### src/rtl/branch_unit_bht_if.sv
// branch_unit_bht_if: predict/resolve/stat bundle between the pipeline and branch_unit_bht
// master: pipeline side (drives PCs, operands, control); slave: branch unit side
interface branch_unit_bht_if #(
  parameter int XLEN   = 32,
  parameter int STAT_W = 32
);
  logic [XLEN-1:0]   pred_pc_i;
  logic              pred_taken_o;
  logic              resolve_valid_i;
  logic              is_b_type_ctl_i;
  logic [2:0]        instr_func3_ctl_i;
  logic [XLEN-1:0]   resolve_pc_i;
  logic              pred_taken_i;
  logic [XLEN-1:0]   opr_a_i;
  logic [XLEN-1:0]   opr_b_i;
  logic              branch_taken_o;
  logic              mispredict_o;
  logic              resolve_valid_o;
  logic              illegal_func3_o;
  logic [STAT_W-1:0] stat_branches_o;
  logic [STAT_W-1:0] stat_mispredicts_o;
  modport master (
    output pred_pc_i, resolve_valid_i, is_b_type_ctl_i, instr_func3_ctl_i,
           resolve_pc_i, pred_taken_i, opr_a_i, opr_b_i,
    input  pred_taken_o, branch_taken_o, mispredict_o, resolve_valid_o,
           illegal_func3_o, stat_branches_o, stat_mispredicts_o
  );
  modport slave (
    input  pred_pc_i, resolve_valid_i, is_b_type_ctl_i, instr_func3_ctl_i,
           resolve_pc_i, pred_taken_i, opr_a_i, opr_b_i,
    output pred_taken_o, branch_taken_o, mispredict_o, resolve_valid_o,
           illegal_func3_o, stat_branches_o, stat_mispredicts_o
  );
endinterface

### src/rtl/branch_unit_bht.sv
// branch_unit_bht: RV32I branch resolution with a 2-bit saturating-counter BHT and perf stats
// Ports: clk, reset_n (async active-low), bus (branch_unit_bht_if.slave):
//   fetch:   pred_pc_i -> pred_taken_o (combinational table lookup)
//   execute: resolve_valid_i, is_b_type_ctl_i, instr_func3_ctl_i, resolve_pc_i, pred_taken_i,
//            opr_a_i, opr_b_i -> branch_taken_o, mispredict_o, resolve_valid_o, illegal_func3_o
//            (registered single-cycle pulses)
//   stats:   stat_branches_o, stat_mispredicts_o (saturating counters)
module branch_unit_bht #(
  parameter int XLEN        = 32,
  parameter int BHT_ENTRIES = 64,
  parameter int STAT_W      = 32
) (
  input logic              clk,
  input logic              reset_n,
  branch_unit_bht_if.slave bus
);
  localparam int IDX_W = $clog2(BHT_ENTRIES);
  logic [1:0]       bht [BHT_ENTRIES];
  logic [IDX_W-1:0] pidx, ridx;
  logic             br, illegal, eq, lt, ltu, taken, wr;
  logic [1:0]       cnt, nxt;
  assign pidx = bus.pred_pc_i[IDX_W+1:2];
  assign ridx = bus.resolve_pc_i[IDX_W+1:2];
  assign bus.pred_taken_o = bht[pidx][1];
  // PC bits outside the index only exist for the full-width interface
  logic unused_pc;
  assign unused_pc = ^{bus.pred_pc_i[XLEN-1:IDX_W+2], bus.pred_pc_i[1:0],
                       bus.resolve_pc_i[XLEN-1:IDX_W+2], bus.resolve_pc_i[1:0]};
  // func3[2:1] picks the compare (00 eq, 10 signed lt, 11 unsigned lt, 01 illegal);
  // func3[0] inverts it (BNE/BGE/BGEU)
  always_comb begin
    br      = bus.resolve_valid_i & bus.is_b_type_ctl_i;
    illegal = bus.instr_func3_ctl_i[2:1] == 2'b01;
    eq      = bus.opr_a_i == bus.opr_b_i;
    lt      = $signed(bus.opr_a_i) < $signed(bus.opr_b_i);
    ltu     = bus.opr_a_i < bus.opr_b_i;
    taken   = illegal ? 1'b0 :
              (bus.instr_func3_ctl_i[2] ? (bus.instr_func3_ctl_i[1] ? ltu : lt) : eq) ^ bus.instr_func3_ctl_i[0];
    wr      = br & ~illegal;
    cnt     = bht[ridx];
    nxt     = taken ? (&cnt ? cnt : cnt + 2'd1) : (|cnt ? cnt - 2'd1 : cnt);
  end
  // Table resets to weakly-not-taken; a same-cycle lookup sees the pre-write value
  always_ff @(posedge clk or negedge reset_n)
    if (!reset_n)
      for (int i = 0; i < BHT_ENTRIES; i++) bht[i] <= 2'b01;
    else if (wr)
      bht[ridx] <= nxt;
  always_ff @(posedge clk or negedge reset_n)
    if (!reset_n) begin
      bus.branch_taken_o     <= 1'b0;
      bus.mispredict_o       <= 1'b0;
      bus.resolve_valid_o    <= 1'b0;
      bus.illegal_func3_o    <= 1'b0;
      bus.stat_branches_o    <= '0;
      bus.stat_mispredicts_o <= '0;
    end else begin
      bus.branch_taken_o  <= br & taken;
      bus.mispredict_o    <= br & (taken ^ bus.pred_taken_i);
      bus.resolve_valid_o <= br;
      bus.illegal_func3_o <= br & illegal;
      if (br && !(&bus.stat_branches_o))
        bus.stat_branches_o <= bus.stat_branches_o + 1'b1;
      if (br && (taken ^ bus.pred_taken_i) && !(&bus.stat_mispredicts_o))
        bus.stat_mispredicts_o <= bus.stat_mispredicts_o + 1'b1;
    end
endmodule

### src/flat_wrapper.sv
// flat-port wrapper written by rule: the top's interface ports become plain ports
module branch_unit_bht_flat 
#(
  parameter int XLEN        = 32,
  parameter int BHT_ENTRIES = 64,
  parameter int STAT_W      = 32
)
  (clk, reset_n, bus_pred_pc_i, bus_resolve_valid_i, bus_is_b_type_ctl_i, bus_instr_func3_ctl_i, bus_resolve_pc_i, bus_pred_taken_i, bus_opr_a_i, bus_opr_b_i, bus_pred_taken_o, bus_branch_taken_o, bus_mispredict_o, bus_resolve_valid_o, bus_illegal_func3_o, bus_stat_branches_o, bus_stat_mispredicts_o);
  branch_unit_bht_if #(.XLEN(XLEN), .STAT_W(STAT_W)) bus_i ();
  input logic clk;
  input logic reset_n;
  input wire logic [$bits(bus_i.pred_pc_i)-1:0] bus_pred_pc_i;
  input wire logic [$bits(bus_i.resolve_valid_i)-1:0] bus_resolve_valid_i;
  input wire logic [$bits(bus_i.is_b_type_ctl_i)-1:0] bus_is_b_type_ctl_i;
  input wire logic [$bits(bus_i.instr_func3_ctl_i)-1:0] bus_instr_func3_ctl_i;
  input wire logic [$bits(bus_i.resolve_pc_i)-1:0] bus_resolve_pc_i;
  input wire logic [$bits(bus_i.pred_taken_i)-1:0] bus_pred_taken_i;
  input wire logic [$bits(bus_i.opr_a_i)-1:0] bus_opr_a_i;
  input wire logic [$bits(bus_i.opr_b_i)-1:0] bus_opr_b_i;
  output wire logic [$bits(bus_i.pred_taken_o)-1:0] bus_pred_taken_o;
  output wire logic [$bits(bus_i.branch_taken_o)-1:0] bus_branch_taken_o;
  output wire logic [$bits(bus_i.mispredict_o)-1:0] bus_mispredict_o;
  output wire logic [$bits(bus_i.resolve_valid_o)-1:0] bus_resolve_valid_o;
  output wire logic [$bits(bus_i.illegal_func3_o)-1:0] bus_illegal_func3_o;
  output wire logic [$bits(bus_i.stat_branches_o)-1:0] bus_stat_branches_o;
  output wire logic [$bits(bus_i.stat_mispredicts_o)-1:0] bus_stat_mispredicts_o;
  assign bus_i.pred_pc_i = bus_pred_pc_i;
  assign bus_i.resolve_valid_i = bus_resolve_valid_i;
  assign bus_i.is_b_type_ctl_i = bus_is_b_type_ctl_i;
  assign bus_i.instr_func3_ctl_i = bus_instr_func3_ctl_i;
  assign bus_i.resolve_pc_i = bus_resolve_pc_i;
  assign bus_i.pred_taken_i = bus_pred_taken_i;
  assign bus_i.opr_a_i = bus_opr_a_i;
  assign bus_i.opr_b_i = bus_opr_b_i;
  assign bus_pred_taken_o = bus_i.pred_taken_o;
  assign bus_branch_taken_o = bus_i.branch_taken_o;
  assign bus_mispredict_o = bus_i.mispredict_o;
  assign bus_resolve_valid_o = bus_i.resolve_valid_o;
  assign bus_illegal_func3_o = bus_i.illegal_func3_o;
  assign bus_stat_branches_o = bus_i.stat_branches_o;
  assign bus_stat_mispredicts_o = bus_i.stat_mispredicts_o;
  branch_unit_bht #(.XLEN(XLEN), .BHT_ENTRIES(BHT_ENTRIES), .STAT_W(STAT_W)) u_core (.clk(clk), .reset_n(reset_n), .bus(bus_i));
endmodule
### config.mk
export PLATFORM = sky130hd
export DESIGN_NAME = branch_unit_bht_flat
export DESIGN_NICKNAME = d
export VERILOG_FILES = /design/src/rtl/branch_unit_bht_if.sv /design/src/rtl/branch_unit_bht.sv /design/src/flat_wrapper.sv
export SDC_FILE = /design/constraint.sdc
export NUM_CORES = 1
export LEC_CHECK = 0
export CAP_MARGIN = 20
export CORE_UTILIZATION = 52
export DETAILED_ROUTE_END_ITERATION = 16
export PLACE_DENSITY = 0.8
export RECOVER_POWER = 50
export SLEW_MARGIN = 20
export SYNTH_ARGS = -nofsm -noshare
export SYNTH_HDL_FRONTEND = slang
export SYNTH_SLANG_ARGS = --single-unit
### constraint.sdc
create_clock -name clk -period 5.3 [get_ports clk]
set_input_delay 1.06 -clock clk [delete_from_list [all_inputs] [get_ports clk]]
set_output_delay 1.06 -clock clk [all_outputs]
set_load 0.01 [all_outputs]
# [Word-level counts from Yosys, hierarchy flattened]
# Cells that the tools add are included.
[op_classes] addsub=4 bitwise_logic=10 n_eq_ne=2 muxes=15 reduce_logical=10 order_cmp=5
[ops] cell="$bwmux 128" count=1
[ops] cell="$add 32x1->32 const B" count=2
[ops] cell="$lt 32x32->1" count=2
[ops] cell="$reduce_and 32->1" count=2
[ops] cell="$eq 32x32->1" count=1
[ops] cell="$bmux 2 s6" count=2
[ops] cell="$mux 2" count=8
[ops] cell="$ge 7x7->1 const B" count=2
[ops] cell="$not 6->7" count=2
[ops] cell="$demux 2 s6" count=1
[ops] cell="$lt 7x1->1 const B" count=1
[ops] cell="$and 1x1->1" count=5
[ops] cell="$logic_and 1x1->1" count=4
[ops] cell="$mux 1" count=3
[ops] cell="$add 2x1->2 const B" count=1
[ops] cell="$eq 2x1->1 const B" count=1
[ops] cell="$logic_not 1->1" count=2
[ops] cell="$reduce_and 2->1" count=1
[ops] cell="$reduce_or 2->1" count=1
[ops] cell="$sub 2x1->2 const B" count=1
[ops] cell="$xor 1x1->1" count=2
[ops] cell="$not 1->1" count=1
[word_totals] inputBits=136 out_inout_bits=69 register_bits=196

# [Logic depth before layout (Yosys ltp)]
[logic_depth] word_depth=8 mapped_depth=13

# [Least setup slack after synthesis]
# No wires, ideal clock.
[synth_timing] kind="input-to-output" start="input bus_pred_pc_i[2]" end="output bus_pred_taken_o" path_buffers=2 arrival_time_ns=3.500 cell_stages=5 path_slack_ns=0.740 path_cell_list="clkbuf_1 > buf_1 > mux4_2 > mux4_2 > mux4_2"
[synth_between] elab_chain_cells=4
[synth_rtl] element="start, declared" line_no="flat_wrapper.sv:12" text="input wire logic [$bits(bus_i.pred_pc_i)-1:0] bus_pred_pc_i;"
[synth_rtl] element="$not 6->7 (implied by the code)" line_no="branch_unit_bht.sv:24" text="assign bus.pred_taken_o = bht[pidx][1];"
[synth_rtl] element="$bmux 2 s6" line_no="branch_unit_bht.sv:24"
[synth_rtl] element="$mux 2 (implied by the code) (2 in series)" line_no="branch_unit_bht.sv:24"
[synth_rtl] element="end, declared" line_no="flat_wrapper.sv:20" text="output wire logic [$bits(bus_i.pred_taken_o)-1:0] bus_pred_taken_o;"
# No other way between the ends. The select of a mux whose other input is x is not followed.

# [Final worst setup path]
# Same ends and word-level chain as after synthesis.

==> flow_metrics.tcl <==
set metrics [dict create \
    finalWorstSetupSlack_ns 0.4355 \
    final_core_util 0.6530 \
    areaGrowthSynthToFinish_pct 21.44 \
    vias_per_cell 5.842 \
    clock_skew_ns 0.01147 \
    dieWidth_um 144.8 \
    synth_top_cells_by_count "235 x nand2_1, 132 x dfrtp_1, 67 x o21ai_1" \
    critical_path.max_fanout 16 \
    io_pins 205 \
    tightest_slew_ns 2.464 \
    start_kind "input port" \
    die_area_um2 20960 \
    grt_util_all_layers 0.2715 \
    synth.distinct_cells 62 \
    grt_max_degree 100 \
    setup_viol 0 \
    initial_utilization 0.5377 \
    yosys.area.top_type "dfrtp_1" \
    diodes 0 \
    drtIter0Drc 549 \
    nets 1371 \
    first_global_vias 8713 \
    synth_enable_flop_cells 0 \
    drc 0 \
    dp_hpwl_um 18590 \
    violations "capacitance limit, slew limit" \
    yosys_warnings 0 \
    ys_top_cells_by_area "dfrtp_1 31%, dfstp_2 16%, nand2_1 8.3%" \
    ant_nets 0 \
    power.density_nw_per_um2 273.4 \
    min_path_type "reg -> reg" \
    post_cts_buffers 0 \
    htree_levels 4 \
    synth-async-reset-ratio 1.000 \
    fin_crit_ns 4.864 \
    status "complete, but fails checks" \
    antenna_found_initial 0 \
    peakVddDrop_mv 0.2028 \
    critPathCaptureType "primary output" \
    clock_latency_ns 0.44 \
    cts_sinks 196 \
    grt_first_pass_wirelength_um 43660 \
    rsz0062_at_grt "no" \
    cts_buffer_depth 2 \
    synth_ff_type "dfrtp_1" \
    vias 8640 \
    core_area_um2 19720 \
    rows 51 \
    io_buffers 152 \
    syn_area_um2 10600 \
    max_slew_margin -0.6426 \
    cts_hold_buf 0 \
    wl_per_cell_um 18.03 \
    fmax_mhz 205.6 \
    firstDrtPassIters 5 \
    maxSlewViolCount 98 \
    critPathArrivalTime_ns 3.80 \
    avgSynthCellArea_um2 10.00 \
    layout-drive-gt1-share 0.1425 \
    dp_slack_ns 0.4200 \
    hold_violations 0 \
    die_h_um 144.8 \
    yosysMostFrequentCell "nand2_1" \
    cts_tree "yes" \
    synth_fp_nets 1230 \
    p_leak_nw 5.427 \
    fin_tns_setup_ns 0 \
    ys_seq_elements 196 \
    finalCritPeriodShare 0.9178 \
    cts-resized-gates 0 \
    cts-buffers-inserted 17 \
    worstPathRequired_ns 4.24 \
    wl_um 26660 \
    place_congestion 0.8800 \
    critPathKind "in -> out" \
    cts_root_buffer "clkbuf_16" \
    maxCapViolCount 1 \
    synth_top_area_frac 0.3115 \
    synth_seq_area_share 0.4701 \
    grt-ovfl-total 0 \
    whs_ns 0.4619 \
    clk_pin_slew_worst_paths_ns 0.07 \
    postSynthCellCount 1060 \
]
per-stage QoR:
| step | instance area (um2) | power, mW | cells |
|---|---|---|---|
| after detailed placement | 12320 | 2.303 | 1447 |
| after global routing | 12880 | 3.678 | 1479 |
| final | 12880 | 3.520 | 1479 |
| after global placement | 12320 | 2.283 | 1447 |
| after floorplan | 10600 | 2.024 | 1060 |
| after CTS | 12890 | 3.546 | 1479 |
area by class of cell:
cell class	count	area (um2)
Timing Repair Buffer	167	1657
Sequential cell	196	4985
Clock buffer	19	442.9
Fill cell	1538	6842
Inverter	45	168.9
Clock inverter	13	126.4
Multi-Input combinational cell	774	5165
Tap cell	265	331.6
metal layers:
metal | track usage | wire length (um) | vias up
met3 | 0.07239 | 2221 | 72
met4 | 0.1125 | 836 | 0
met5 | 0 | 0 | -
met2 | 0.4355 | 12620 | 347
li1 | - | - | 4035
met1 | 0.3485 | 10990 | 4186
worst max-delay path, stage by stage:
cell and delay (ns):
clkdlybuf4s50_1 0.52, buf_12 0.20, mux4_2 0.54, mux4_2 0.53
mux4_2 0.46, clkdlybuf4s50_1 0.49
cells by family (layout without fill, tap and decap cells):
| kind of cell | Yosys count | in the layout | synth area share |
|---|---|---|---|
| fa+ha+maj | 36 | 36 | 0.04248 |
| mux | 53 | 53 | 0.09653 |
| flops | 196 | 196 | 0.4701 |
| compound gates | 199 | 199 | 0.1086 |
| xor+xnor | 64 | 64 | 0.05358 |
| buf+inv | 90 | 244 | 0.04201 |
| simple gates | 422 | 422 | 0.1867 |
report_power, final:
group,leakage [nW],internal (mW),switching [mW]
clock network,0.255,0.665,0.580
logic,2.72,0.277,0.294
registers,2.45,1.62,0.0872
sequential cells by signal, summed over array words and instances, names as in the netlist:
signal,cells
u_core.bht,128
u_core.bus.branch_taken_o,1
u_core.bus.illegal_func3_o,1
u_core.bus.mispredict_o,1
u_core.bus.resolve_valid_o,1
u_core.bus.stat_branches_o,32
u_core.bus.stat_mispredicts_o,32
final timing paths:
check                                                                 to  cells past startpoint                                    startpoint  slack (ns)
max in group asynchronous  u_core.bus.stat_mispredicts_o[30]$_DFFE_PN0P_                      2                                       reset_n        2.47
min                                           u_core.bht[80]$_DFFE_PN1P_                      2                    u_core.bht[80]$_DFFE_PN1P_        0.46
min in group asynchronous                     u_core.bht[19]$_DFFE_PN0P_                      1                                       reset_n        1.39
max reg2reg                 u_core.bus.stat_mispredicts_o[1]$_DFFE_PN0P_                      9  u_core.bus.stat_mispredicts_o[7]$_DFFE_PN0P_        1.81
max                                                     bus_pred_taken_o                      6                              bus_pred_pc_i[2]        0.44
min reg2reg                                   u_core.bht[80]$_DFFE_PN1P_                      2                    u_core.bht[80]$_DFFE_PN1P_        0.46
placed cells by master (no fill, tap or decap), types with 8 or more instances in the layout:
cell and n:
nand2_1 235, dfrtp_1 132, clkdlybuf4s50_1 122, o21ai_1 67
o21ai_0 66, dfstp_2 64, inv_1 44, nand3_1 42
mux4_2 37, xor2_1 35, ha_1 34, nor2_1 28
xnor2_1 28, dlygate4sd3_1 27, nor3_1 24, nand4_1 22
and3_1 20, a21oi_1 19, clkbuf_16 17, a221oi_1 13
buf_4 12, nor2b_1 10, nor4_1 10, mux2_2 10
a22oi_1 8
Note: power is estimated with default switching activity, not from simulation.
